File: src/rtl/muldiv_pkg.sv
// Shared definitions for the EX-stage RV32M multiply/divide unit:
// funct3 encodings, FSM state type and the architectural special-case constants.
package muldiv_pkg;

   // funct3 encodings of the M-extension R-type ops
   localparam logic [2:0] OP_MUL    = 3'b000;
   localparam logic [2:0] OP_MULH   = 3'b001;
   localparam logic [2:0] OP_MULHSU = 3'b010;
   localparam logic [2:0] OP_MULHU  = 3'b011;
   localparam logic [2:0] OP_DIV    = 3'b100;
   localparam logic [2:0] OP_DIVU   = 3'b101;
   localparam logic [2:0] OP_REM    = 3'b110;
   localparam logic [2:0] OP_REMU   = 3'b111;

   // Quotient for division by zero, and the most negative 32-bit value
   localparam logic [31:0] DIV0_QUOT = 32'hFFFF_FFFF;
   localparam logic [31:0] INT_MIN   = 32'h8000_0000;

   typedef enum logic [1:0] {
      IDLE = 2'd0,
      CALC = 2'd1,
      DONE = 2'd2
   } state_t;

   // funct3[2] separates the divide/remainder group from the multiplies
   function automatic logic is_div_op(input logic [2:0] funct3);
      return funct3[2];
   endfunction

endpackage

File: src/rtl/ex_muldiv_if.sv
// ID/EX -> muldiv -> EX/MEM connection bundle.
//
// Handshake: the ID/EX side holds valid_i and the operand fields stable for as
// long as busy_o is high (busy_o is the pipeline stall). An op is accepted on a
// rising edge where the unit is idle, valid_i=1 and flush_i=0. done_o is a
// single-cycle pulse with result_o/rd_o valid; busy_o is low in that cycle so
// the pipeline advances on the edge that ends it. flush_i kills the op.
interface ex_muldiv_if;
   logic        valid_i;
   logic [2:0]  funct3_i;
   logic [31:0] rs1_data_i;
   logic [31:0] rs2_data_i;
   logic [4:0]  rd_i;
   logic        flush_i;
   logic        busy_o;
   logic        done_o;
   logic [31:0] result_o;
   logic [4:0]  rd_o;

   modport master (
      output valid_i, funct3_i, rs1_data_i, rs2_data_i, rd_i, flush_i,
      input  busy_o, done_o, result_o, rd_o
   );

   modport slave (
      input  valid_i, funct3_i, rs1_data_i, rs2_data_i, rd_i, flush_i,
      output busy_o, done_o, result_o, rd_o
   );
endinterface

File: src/rtl/muldiv_iter.sv
// Radix-2 iterative core working on unsigned magnitudes.
// Multiply: acc = {hi, multiplier}; each step adds the multiplicand into hi
// when acc[0] is set and shifts right, leaving the 64-bit product in acc.
// Divide (restoring): acc = {remainder, dividend}; each step shifts left and
// trial-subtracts the divisor, leaving {remainder, quotient} in acc.
module muldiv_iter #(
   parameter int XLEN  = 32,
   parameter int CNT_W = 6
) (
   input  logic              clk,
   input  logic              rst,
   input  logic              start,
   input  logic              step,
   input  logic              is_div,
   input  logic [XLEN-1:0]   op_a,
   input  logic [XLEN-1:0]   op_b,
   output logic [2*XLEN-1:0] acc_nxt,
   output logic              last
);

   logic [2*XLEN-1:0] acc_q;
   logic [XLEN-1:0]   b_q;
   logic              div_q;
   logic [CNT_W-1:0]  cnt_q;

   logic [XLEN:0]     sum;
   logic [XLEN:0]     rem;
   logic [XLEN:0]     diff;

   // One shift-add or shift-subtract step from the current accumulator
   always_comb begin
      sum  = {1'b0, acc_q[2*XLEN-1:XLEN]} + (acc_q[0] ? {1'b0, b_q} : '0);
      rem  = acc_q[2*XLEN-1:XLEN-1];
      diff = rem - {1'b0, b_q};
      if (div_q) begin
         if (!diff[XLEN]) acc_nxt = {diff[XLEN-1:0], acc_q[XLEN-2:0], 1'b1};
         else             acc_nxt = {rem[XLEN-1:0],  acc_q[XLEN-2:0], 1'b0};
      end else begin
         acc_nxt = {sum, acc_q[XLEN-1:1]};
      end
   end

   assign last = (cnt_q == CNT_W'(XLEN - 1));

   // Load operands on start, then advance one step per enabled cycle
   always_ff @(posedge clk or posedge rst) begin
      if (rst) begin
         acc_q <= '0;
         b_q   <= '0;
         div_q <= 1'b0;
         cnt_q <= '0;
      end else if (start) begin
         acc_q <= {{XLEN{1'b0}}, op_a};
         b_q   <= op_b;
         div_q <= is_div;
         cnt_q <= '0;
      end else if (step) begin
         acc_q <= acc_nxt;
         cnt_q <= cnt_q + 1'b1;
      end
   end

endmodule

File: src/rtl/ex_muldiv.sv
// EX-stage RV32M unit: control FSM, operand sign conditioning, special-case
// detection (divide by zero, signed overflow) and final sign fix-up around
// the iterative magnitude core.
module ex_muldiv
   import muldiv_pkg::*;
#(
   parameter int XLEN  = 32,
   parameter int CNT_W = 6
) (
   input  logic  clk_i,
   input  logic  rst_i,
   ex_muldiv_if.slave bus,
   output state_t dbg_state
);

   state_t state_q, state_d;

   logic            accept;
   logic            is_div;
   logic            signed1, signed2;
   logic            s1, s2;
   logic [XLEN-1:0] a_abs, b_abs;
   logic            div0, ovf, special;
   logic [XLEN-1:0] spec_res;

   logic [2:0]      f3_q;
   logic [4:0]      rd_q;
   logic            s1_q, s2_q;

   logic [2*XLEN-1:0] acc_nxt;
   logic              last;
   logic [2*XLEN-1:0] prod;
   logic [XLEN-1:0]   quot, remd, fin;

   logic [XLEN-1:0] result_q;
   logic [4:0]      rd_out_q;

   assign accept = (state_q == IDLE) & bus.valid_i & ~bus.flush_i;
   assign is_div = is_div_op(bus.funct3_i);

   // Which operands are interpreted as signed for the incoming funct3
   always_comb begin
      signed1 = 1'b0;
      signed2 = 1'b0;
      case (bus.funct3_i)
         OP_MUL, OP_MULH, OP_DIV, OP_REM: begin
            signed1 = 1'b1;
            signed2 = 1'b1;
         end
         OP_MULHSU: signed1 = 1'b1;
         default: ;
      endcase
   end

   assign s1    = signed1 & bus.rs1_data_i[XLEN-1];
   assign s2    = signed2 & bus.rs2_data_i[XLEN-1];
   assign a_abs = s1 ? -bus.rs1_data_i : bus.rs1_data_i;
   assign b_abs = s2 ? -bus.rs2_data_i : bus.rs2_data_i;

   // Ops whose result is fixed by the ISA and needs no iteration
   assign div0    = is_div & (bus.rs2_data_i == '0);
   assign ovf     = is_div & ~bus.funct3_i[0] & (bus.rs1_data_i == INT_MIN) &
                    (bus.rs2_data_i == '1);
   assign special = div0 | ovf;

   // Architectural results for the special cases (funct3[1] selects REM*)
   always_comb begin
      spec_res = '0;
      if (div0)     spec_res = bus.funct3_i[1] ? bus.rs1_data_i : DIV0_QUOT;
      else if (ovf) spec_res = bus.funct3_i[1] ? '0 : INT_MIN;
   end

   muldiv_iter #(.XLEN(XLEN), .CNT_W(CNT_W)) u_iter (
      .clk     (clk_i),
      .rst     (rst_i),
      .start   (accept & ~special),
      .step    (state_q == CALC),
      .is_div  (is_div),
      .op_a    (a_abs),
      .op_b    (b_abs),
      .acc_nxt (acc_nxt),
      .last    (last)
   );

   // Sign fix-up of the magnitude result produced by the final step
   always_comb begin
      prod = (s1_q ^ s2_q) ? -acc_nxt : acc_nxt;
      quot = (s1_q ^ s2_q) ? -acc_nxt[XLEN-1:0] : acc_nxt[XLEN-1:0];
      remd = s1_q ? -acc_nxt[2*XLEN-1:XLEN] : acc_nxt[2*XLEN-1:XLEN];
      case (f3_q)
         OP_MUL:                      fin = prod[XLEN-1:0];
         OP_MULH, OP_MULHSU, OP_MULHU: fin = prod[2*XLEN-1:XLEN];
         OP_DIV, OP_DIVU:             fin = quot;
         default:                     fin = remd;
      endcase
   end

   // FSM state register
   always_ff @(posedge clk_i or posedge rst_i) begin
      if (rst_i) state_q <= IDLE;
      else       state_q <= state_d;
   end

   // FSM next state; DONE always returns to IDLE so a held valid_i is not re-taken
   always_comb begin
      state_d = state_q;
      case (state_q)
         IDLE: if (accept) state_d = special ? DONE : CALC;
         CALC: begin
            if (bus.flush_i) state_d = IDLE;
            else if (last)   state_d = DONE;
         end
         DONE: state_d = IDLE;
         default: state_d = IDLE;
      endcase
   end

   // Capture op context at acceptance
   always_ff @(posedge clk_i or posedge rst_i) begin
      if (rst_i) begin
         f3_q <= '0;
         rd_q <= '0;
         s1_q <= 1'b0;
         s2_q <= 1'b0;
      end else if (accept) begin
         f3_q <= bus.funct3_i;
         rd_q <= bus.rd_i;
         s1_q <= s1;
         s2_q <= s2;
      end
   end

   // Result registers update only on the edge entering DONE and hold otherwise
   always_ff @(posedge clk_i or posedge rst_i) begin
      if (rst_i) begin
         result_q <= '0;
         rd_out_q <= '0;
      end else if (accept & special) begin
         result_q <= spec_res;
         rd_out_q <= bus.rd_i;
      end else if ((state_q == CALC) & last & ~bus.flush_i) begin
         result_q <= fin;
         rd_out_q <= rd_q;
      end
   end

   assign bus.busy_o   = ~rst_i & ((state_q == CALC) | accept);
   assign bus.done_o   = (state_q == DONE) & ~bus.flush_i;
   assign bus.result_o = result_q;
   assign bus.rd_o     = rd_out_q;
   assign dbg_state    = state_q;

endmodule

File: src/flat_wrapper.sv
// flat-port wrapper written by rule: the top's interface ports become plain ports
module ex_muldiv_flat import muldiv_pkg::*;
#(
   parameter int XLEN  = 32,
   parameter int CNT_W = 6
)
  (clk_i, rst_i, dbg_state, bus_valid_i, bus_funct3_i, bus_rs1_data_i, bus_rs2_data_i, bus_rd_i, bus_flush_i, bus_busy_o, bus_done_o, bus_result_o, bus_rd_o);
  ex_muldiv_if bus_i ();
  input  logic clk_i;
  input  logic rst_i;
  output state_t dbg_state;
  input wire logic [$bits(bus_i.valid_i)-1:0] bus_valid_i;
  input wire logic [$bits(bus_i.funct3_i)-1:0] bus_funct3_i;
  input wire logic [$bits(bus_i.rs1_data_i)-1:0] bus_rs1_data_i;
  input wire logic [$bits(bus_i.rs2_data_i)-1:0] bus_rs2_data_i;
  input wire logic [$bits(bus_i.rd_i)-1:0] bus_rd_i;
  input wire logic [$bits(bus_i.flush_i)-1:0] bus_flush_i;
  output wire logic [$bits(bus_i.busy_o)-1:0] bus_busy_o;
  output wire logic [$bits(bus_i.done_o)-1:0] bus_done_o;
  output wire logic [$bits(bus_i.result_o)-1:0] bus_result_o;
  output wire logic [$bits(bus_i.rd_o)-1:0] bus_rd_o;
  assign bus_i.valid_i = bus_valid_i;
  assign bus_i.funct3_i = bus_funct3_i;
  assign bus_i.rs1_data_i = bus_rs1_data_i;
  assign bus_i.rs2_data_i = bus_rs2_data_i;
  assign bus_i.rd_i = bus_rd_i;
  assign bus_i.flush_i = bus_flush_i;
  assign bus_busy_o = bus_i.busy_o;
  assign bus_done_o = bus_i.done_o;
  assign bus_result_o = bus_i.result_o;
  assign bus_rd_o = bus_i.rd_o;
  ex_muldiv #(.XLEN(XLEN), .CNT_W(CNT_W)) u_core (.clk_i(clk_i), .rst_i(rst_i), .bus(bus_i), .dbg_state(dbg_state));
endmodule
File: config.mk
export PLATFORM = sky130hd
export DESIGN_NAME = ex_muldiv_flat
export DESIGN_NICKNAME = d
export VERILOG_FILES = /design/src/rtl/muldiv_pkg.sv /design/src/rtl/ex_muldiv_if.sv /design/src/rtl/muldiv_iter.sv /design/src/rtl/ex_muldiv.sv /design/src/flat_wrapper.sv
export SDC_FILE = /design/constraint.sdc
export NUM_CORES = 1
export LEC_CHECK = 0
export ABC_CLOCK_PERIOD_IN_PS = 10800
export BUFFER_PORTS_ARGS = -buffer_cell sky130_fd_sc_hd__buf_4
export CAP_MARGIN = 20
export CELL_PAD_IN_SITES_DETAIL_PLACEMENT = 1
export CELL_PAD_IN_SITES_GLOBAL_PLACEMENT = 1
export CORE_UTILIZATION = 50
export DETAILED_ROUTE_END_ITERATION = 6
export HOLD_SLACK_MARGIN = 0.03
export PLACE_DENSITY_LB_ADDON = 0.08
export REMOVE_ABC_BUFFERS = 1
export SLEW_MARGIN = 20
export SYNTH_ARGS = -nofsm -noshare
export SYNTH_HDL_FRONTEND = slang
export SYNTH_HIERARCHICAL = 1
export SYNTH_SLANG_ARGS = --single-unit
File: constraint.sdc
create_clock -name clk_i -period 10.8 [get_ports clk_i]
set_input_delay 1.08 -clock clk_i [delete_from_list [all_inputs] [get_ports clk_i]]
set_output_delay 1.08 -clock clk_i [all_outputs]
set_load 0.005 [all_outputs]
* Yosys cells after proc, flatten, opt, wreduce, memory -nomap -nowiden
Index checks and enable logic that the tools add are counted.
** Storage, ports and cells
- Register bits after elaboration :: 152
- Bits in latches :: 0
- Memory bits (writable) :: 0
- ROM bits :: 0
- Input bits :: 76
- Output and inout port bits :: 41
- Logic and storage cells :: 95
- Memories kept :: 0
** Operators by class
- Add/sub/neg operators :: 8
- Multipliers :: 0
- Div/mod/pow operators :: 0
- $lt $le $gt $ge :: 0
- Equality and inequality tests :: 16
- Shift-type cells :: 0
- Muxes and demuxes :: 28
- Bitwise gates (word level) :: 21
- Reduce and logical (&&, ||, !) cells :: 11
** Operator list (number)
- 32-bit 2-to-1 mux :: 11
- 64-bit 2-to-1 mux :: 5
- 32-bit negator :: 4
- 32-bit one-hot mux with 3 select lines :: 1
- 32-bit equality test (second input constant) :: 2
- 64-bit negator :: 1
- 32-bit by 33-bit adder with 33-bit output :: 1
- 33-bit by 32-bit subtractor with 33-bit output :: 1
- 32-bit zero test :: 1
- 1-bit AND :: 14
- 3-bit equality test (second input constant) :: 4
- 6-bit 2-to-1 mux :: 2
- 5-bit 2-to-1 mux :: 2
- 3-bit by 2-bit equality test with 1-bit output (second input constant) :: 3
- 2-bit 2-to-1 mux :: 4
- 6-bit by 1-bit adder with 6-bit output (second input constant) :: 1
- 3-bit by 1-bit equality test with 1-bit output (second input constant) :: 2
- 6-bit by 5-bit equality test with 1-bit output (second input constant) :: 1
- 3-bit zero test :: 2
- 5-bit OR reduction :: 1
- 1-bit NOT :: 4
- 2-bit one-hot mux with 2 select lines :: 1
- 2-bit nonzero test :: 2
- 4-bit OR reduction :: 1
- 11 further kinds :: 13

* Logic depth before layout (Yosys ltp)
- Depth in word-level cells :: 8
- Mapped depth :: 27
- Gate-level depth less buffers :: 23

* Modules after synthesis
The synthesis kept the hierarchy.
** Modules (own cells, without submodules)
- muldiv_iter :: instances 1, cells each 1146, area each 9267.6 µm², seq. area each 2577.5 µm²
- ex_muldiv :: instances 1, cells each 947, area each 6595.1 µm², seq. area each 1226.2 µm²

* Worst setup path after synthesis
No wires, ideal clock.
- Path kind :: register to register
- From :: register u_core.u_iter.acc_q[31]
- To :: register u_core.result_q[6], in the netlist u_core/bus.result_o[6]
- Arrival time :: 5.170 ns
- Data required time :: 10.673 ns
- Setup slack :: 5.503 ns
- Cell stages (with the launch flop) :: 26
- Path buffers :: 3
- Period minus slack after synthesis :: 5.297 ns
- Path through :: dfrtp_1 inv_1 ha_1 inv_1 fa_1 a21oi_2 o211ai_2 a221oi_4 o2111ai_1 a21oi_1 xnor2_1 buf_2 mux2i_1 a21oi_1 clkbuf_1 inv_1 ha_1 or3b_2 clkbuf_1 or3_1 or4_1 o31ai_1 xor2_1 nor2_1 o31ai_1 a21oi_1
** On the way
- Longest elaborated chain between the ends :: 8
- Elaborated cells between the ends (all ways) :: 12
** RTL lines
- start: declaration :: RTL line muldiv_iter.sv:21 : logic [2*XLEN-1:0] acc_q;
- start signal: assignment :: RTL line muldiv_iter.sv:53 : acc_q <= {{XLEN{1'b0}}, op_a};
- start signal: assignment :: RTL line muldiv_iter.sv:58 : acc_q <= acc_nxt;
- 33-bit by 32-bit subtractor with 33-bit output * :: RTL line muldiv_iter.sv:34 : diff = rem - {1'b0, b_q};
- 64-bit 2-to-1 mux * :: RTL line muldiv_iter.sv:36 : if (!diff[XLEN]) acc_nxt = {diff[XLEN-1:0], acc_q[XLEN-2:0], 1'b1};
- 64-bit 2-to-1 mux * :: RTL line muldiv_iter.sv:35 : if (div_q) begin
- net u_core.acc_nxt[33] :: RTL line ex_muldiv.sv:30 : logic [2*XLEN-1:0] acc_nxt;
- 64-bit negator or 32-bit negator (tied branches) :: RTL line ex_muldiv.sv:87, ex_muldiv.sv:89
- 64-bit 2-to-1 mux or 32-bit 2-to-1 mux (tied branches) :: RTL line ex_muldiv.sv:87, ex_muldiv.sv:89
- 32-bit one-hot mux with 3 select lines * :: RTL line ex_muldiv.sv:90 : case (f3_q)
- 32-bit 2-to-1 mux * :: RTL line ex_muldiv.sv:141 : end else if ((state_q == CALC) & last & ~bus.flush_i) begin
- 32-bit 2-to-1 mux * :: RTL line ex_muldiv.sv:138 : end else if (accept & special) begin
- end signal: assignment :: RTL line ex_muldiv.sv:139 : result_q <= spec_res;
- end signal: assignment :: RTL line ex_muldiv.sv:142 : result_q <= fin;
- end: declaration :: RTL line ex_muldiv.sv:35 : logic [XLEN-1:0] result_q;
The timed path passes the listed nets; every way through them passes the cells marked *. The select of a mux whose other input is x is not followed.
A chain may end at the register's enable or synchronous reset.

* Final worst setup path
- From :: register u_core.u_iter.acc_q[31]
- To :: register u_core.result_q[16], in the netlist u_core/bus.result_o[16]
** On the way
- Longest elaborated chain between the ends :: 8
- Elaborated cells between the ends (all ways) :: 12
** RTL lines (RTL line)
- 33-bit by 32-bit subtractor with 33-bit output :: muldiv_iter.sv:34
- 64-bit 2-to-1 mux * :: muldiv_iter.sv:36
- 64-bit 2-to-1 mux * :: muldiv_iter.sv:35
- net u_core.acc_nxt[32] :: ex_muldiv.sv:30
- 64-bit negator or 32-bit negator (tied branches) :: ex_muldiv.sv:87, ex_muldiv.sv:89
- 64-bit 2-to-1 mux or 32-bit 2-to-1 mux (tied branches) :: ex_muldiv.sv:87, ex_muldiv.sv:89
- 32-bit one-hot mux with 3 select lines * :: ex_muldiv.sv:90
- 32-bit 2-to-1 mux * :: ex_muldiv.sv:141
- 32-bit 2-to-1 mux * :: ex_muldiv.sv:138
Marks and branches as above.

==> results.cfg <==
[synth]
synth_top_cells_by_area = dfrtp_1, o21ai_0, nand2_1, xnor2_1, ha_1
synth.most_common_cell = nand2_1
synthCells = 2093
yosysWarnings = 6
synth_top_area_share_pct = 24.0
ys_seq_elements = 152
ys.flop_type = dfrtp_1
synth_top_cell_by_area = dfrtp_1
synthTopCellsByCount = nand2_1, o21ai_0, nor2_1
synth_area_um2 = 15900
synth_edf_count = 0
synth_cell_types = 96
async_flop_share_pct = 100
ys_seq_area_share_pct = 24.0
avgSynthCellArea_um2 = 7.58

[timing]
report.final.hold_viol_count = 0
hold_slack_ns = 0.482
tns_ns = 0
setup_viol_count_final = 0
skew_ns = 0.0140
worst_pin_slew_ns = 1.11
fin_crit_ns = 6.48
grt_setup_unrepaired = no
slew_headroom_pct = 26.2
clock.fmax_mhz = 154
fin_crit_sh_pct = 60.0
fin_ws_ns = 4.32
slew_violations = 0

[floorplanning]
initial_core_util_pct = 51.3
die-area_um2 = 32400
die_h_um = 180
top_level_ports = 117
dieWidth_um = 180
fp-row-count = 64
core_area_um2 = 30900

[global_routing]
grt_max_degree = 89
grt_pass1_wl_mm = 102
grt_pass1_vias = 17700
grt_use_total_pct = 40.5
antenna_found_initial = 4
grt_overflow_total = 0

[placement]
place_ws_ns = 4.43
hpwl_mm = 48.9
place.port_buffers = 116
dp.cells = 2512
routabilityCongestion = 0.996

[clock_network]
cts_tree = done
cts_inserted_buffers = 17
cts_setup_buffers = 0
clock-sinks = 152
cts_resized = 0
cts_buffer_depth = 2
root_buffer = clkbuf_16
cts_hold_buf = 0
htreeDepth = 4
insertion_delay_ns = 0.47
clk_pin_slew_ns = 0.07

[finish]
multi_input_area_um2 = 11300
final.fill_count = 3879
syn_to_final_growth_pct = 10.8
layout.nets = 2283
regArea_um2 = 3810
instances_no_fill = 2545
drive_above_1_share_pct = 13.0

[drt]
drtPass1Iterations = 5
dr_wl_met2_mm = 29.9
antenna_left = 0
viasPerCell = 6.75
met3_length_mm = 5.20
m1WireLength_mm = 28.4
dr.first_iter.drc_count = 1565
post_drt_wl_per_cell_um = 25.8
remaining_drc_errors = 0
dr_total_vias = 17200
wl_mm = 65.6
top_layer = met5

[pwr]
irDropWorstVdd_mv = 0.185
power_leakage_nw = 7.38
pwr_density_cell_nw_per_um2 = 296

[critical_path]
cp_common_cell = inv_1
worstPathCellList = inv_1 > ha_1 > inv_1 > fa_1 > a21oi_2 > o211ai_2 > a221oi_4 > o2111ai_1 > a21oi_1 > xnor2_2 > buf_4 > nand2_1 > o211ai_1 > nand2_1 > inv_1 > ha_1 > or4b_2 > or4_1 > nor3_1 > nor3_1 > a31oi_1 > o211ai_1 > o21ai_0 > o21ai_0
end_kind = flop
max_stage_delay_ns = 0.68
slowest_stage = or4b_2
worstSetupStartpointType = flop
critPathArrivalTime_ns = 6.82
crit_path_max_fanout = 47
path_buf_inv = 4
worstSetupPathType = reg2reg
crit_family = simple AND/OR/NAND/NOR gates
required_ns = 11.13

[flow_run]
maxCapViolCount = 0

[min_path]
worst_hold_path_type = reg2reg

[outcome]
status = finished, final reports clean
## path summary, 6_finish.rpt
kind                                         startpoint                      end  slack (ns)  cells after the start
worst max-delay path            u_core/u_iter/acc_q[31]  u_core/bus.result_o[16]        4.32                     24
worst min-delay path                     u_core/rd_q[4]           u_core/rd_q[4]        0.48                      2
worst max register to register  u_core/u_iter/acc_q[31]  u_core/bus.result_o[16]        4.32                     24
worst min register to register           u_core/rd_q[4]           u_core/rd_q[4]        0.48                      2
max in group asynchronous                         rst_i      u_core/u_iter/div_q        8.73                      3
min in group asynchronous                         rst_i   u_core/u_iter/acc_q[1]        0.67                      2
## flip-flops by register name, summed over array words and instances (netlist names)
signal               count
u_core/rd_q              5
u_core/s2_q              1
u_core/u_iter/cnt_q      6
u_core/u_iter/div_q      1
u_core/s1_q              1
u_core/u_iter/b_q       32
u_core/dbg_state         2
u_core/u_iter/acc_q     64
u_core/bus.result_o     32
u_core/bus.rd_o          5
u_core/f3_q              3
## worst reg2reg max path: stages, from the launching register on
cell and delay [ns]:
dfrtp_1 0.41, inv_1 0.09, ha_1 0.19, inv_1 0.06
fa_1 0.42, a21oi_2 0.20, o211ai_2 0.18, a221oi_4 0.43
o2111ai_1 0.17, a21oi_1 0.27, xnor2_2 0.13, buf_4 0.55
nand2_1 0.17, o211ai_1 0.14, nand2_1 0.24, inv_1 0.12
ha_1 0.23, or4b_2 0.68, or4_1 0.68, nor3_1 0.35
nor3_1 0.10, a31oi_1 0.17, o211ai_1 0.10, o21ai_0 0.17
o21ai_0 0.09
## layout make-up
cell class,instances,area share [%]
diodes,1,0.0142
clock buffers,19,2.58
clock inverters,13,0.634
inverters,82,1.80
multi-input cells,1732,64.1
flip-flops and latches,152,21.7
well taps,396,2.82
repair buffers,150,6.41
## report_power, final
| part | switching [mW] | internal, mW | total (mW) |
|---|---|---|---|
| logic | 2.35 | 1.31 | 3.66 |
| clock network | 0.291 | 0.313 | 0.605 |
| registers | 0.206 | 0.726 | 0.932 |
## placed cells by master, fill, tap and decap left out, types with 14 or more instances in the layout
master	instances
o21ai_0	197
nand3_1	50
ha_1	70
nand4_1	23
nand2b_1	20
a31oi_1	15
a21oi_1	150
o31ai_1	25
mux2_2	40
inv_1	77
nor3_1	63
buf_4	150
o211ai_1	27
clkbuf_16	17
or4_1	14
dfrtp_1	150
and2_1	48
or3_1	23
mux2i_1	57
nor2_1	170
nand2_1	241
nor2b_1	18
xnor2_1	99
a21o_1	28
xor2_1	65
o21a_1	21
a211oi_1	21
nor4_1	29
## layer usage
layer | GRT usage [%] | vias to the layer above
li1 | - | 7664
met1 | 54.1 | 8628
met2 | 65.0 | 754
met3 | 6.59 | 139
met4 | 16.5 | 2
met5 | 0 | -
## per-stage QoR
stage	power [mW]	instance area, um2	util (%)
after floorplan	3.40	15300	-
after global placement	4.35	17000	55.0
after detailed placement	4.47	17000	55.0
after CTS	5.11	17600	56.8
after global routing	5.50	17600	56.9
final	5.20	17600	56.9
## logic make-up (layout without fill, tap and decap cells)
kind of cell | after synthesis | count (layout) | share of synthesized area (%)
and+or+nand+nor | 768 | 768 | 23.9
AOI/OAI and AO/OA | 627 | 627 | 25.2
buffers and inverters | 209 | 264 | 5.39
xor gates and xnor gates | 167 | 167 | 9.22
DFF | 152 | 152 | 24.0
muxes | 98 | 98 | 6.51
adders and majority gates | 72 | 72 | 5.77
other | 0 | 1 | 0
No activity file was read; power rests on OpenSTA's default activity.
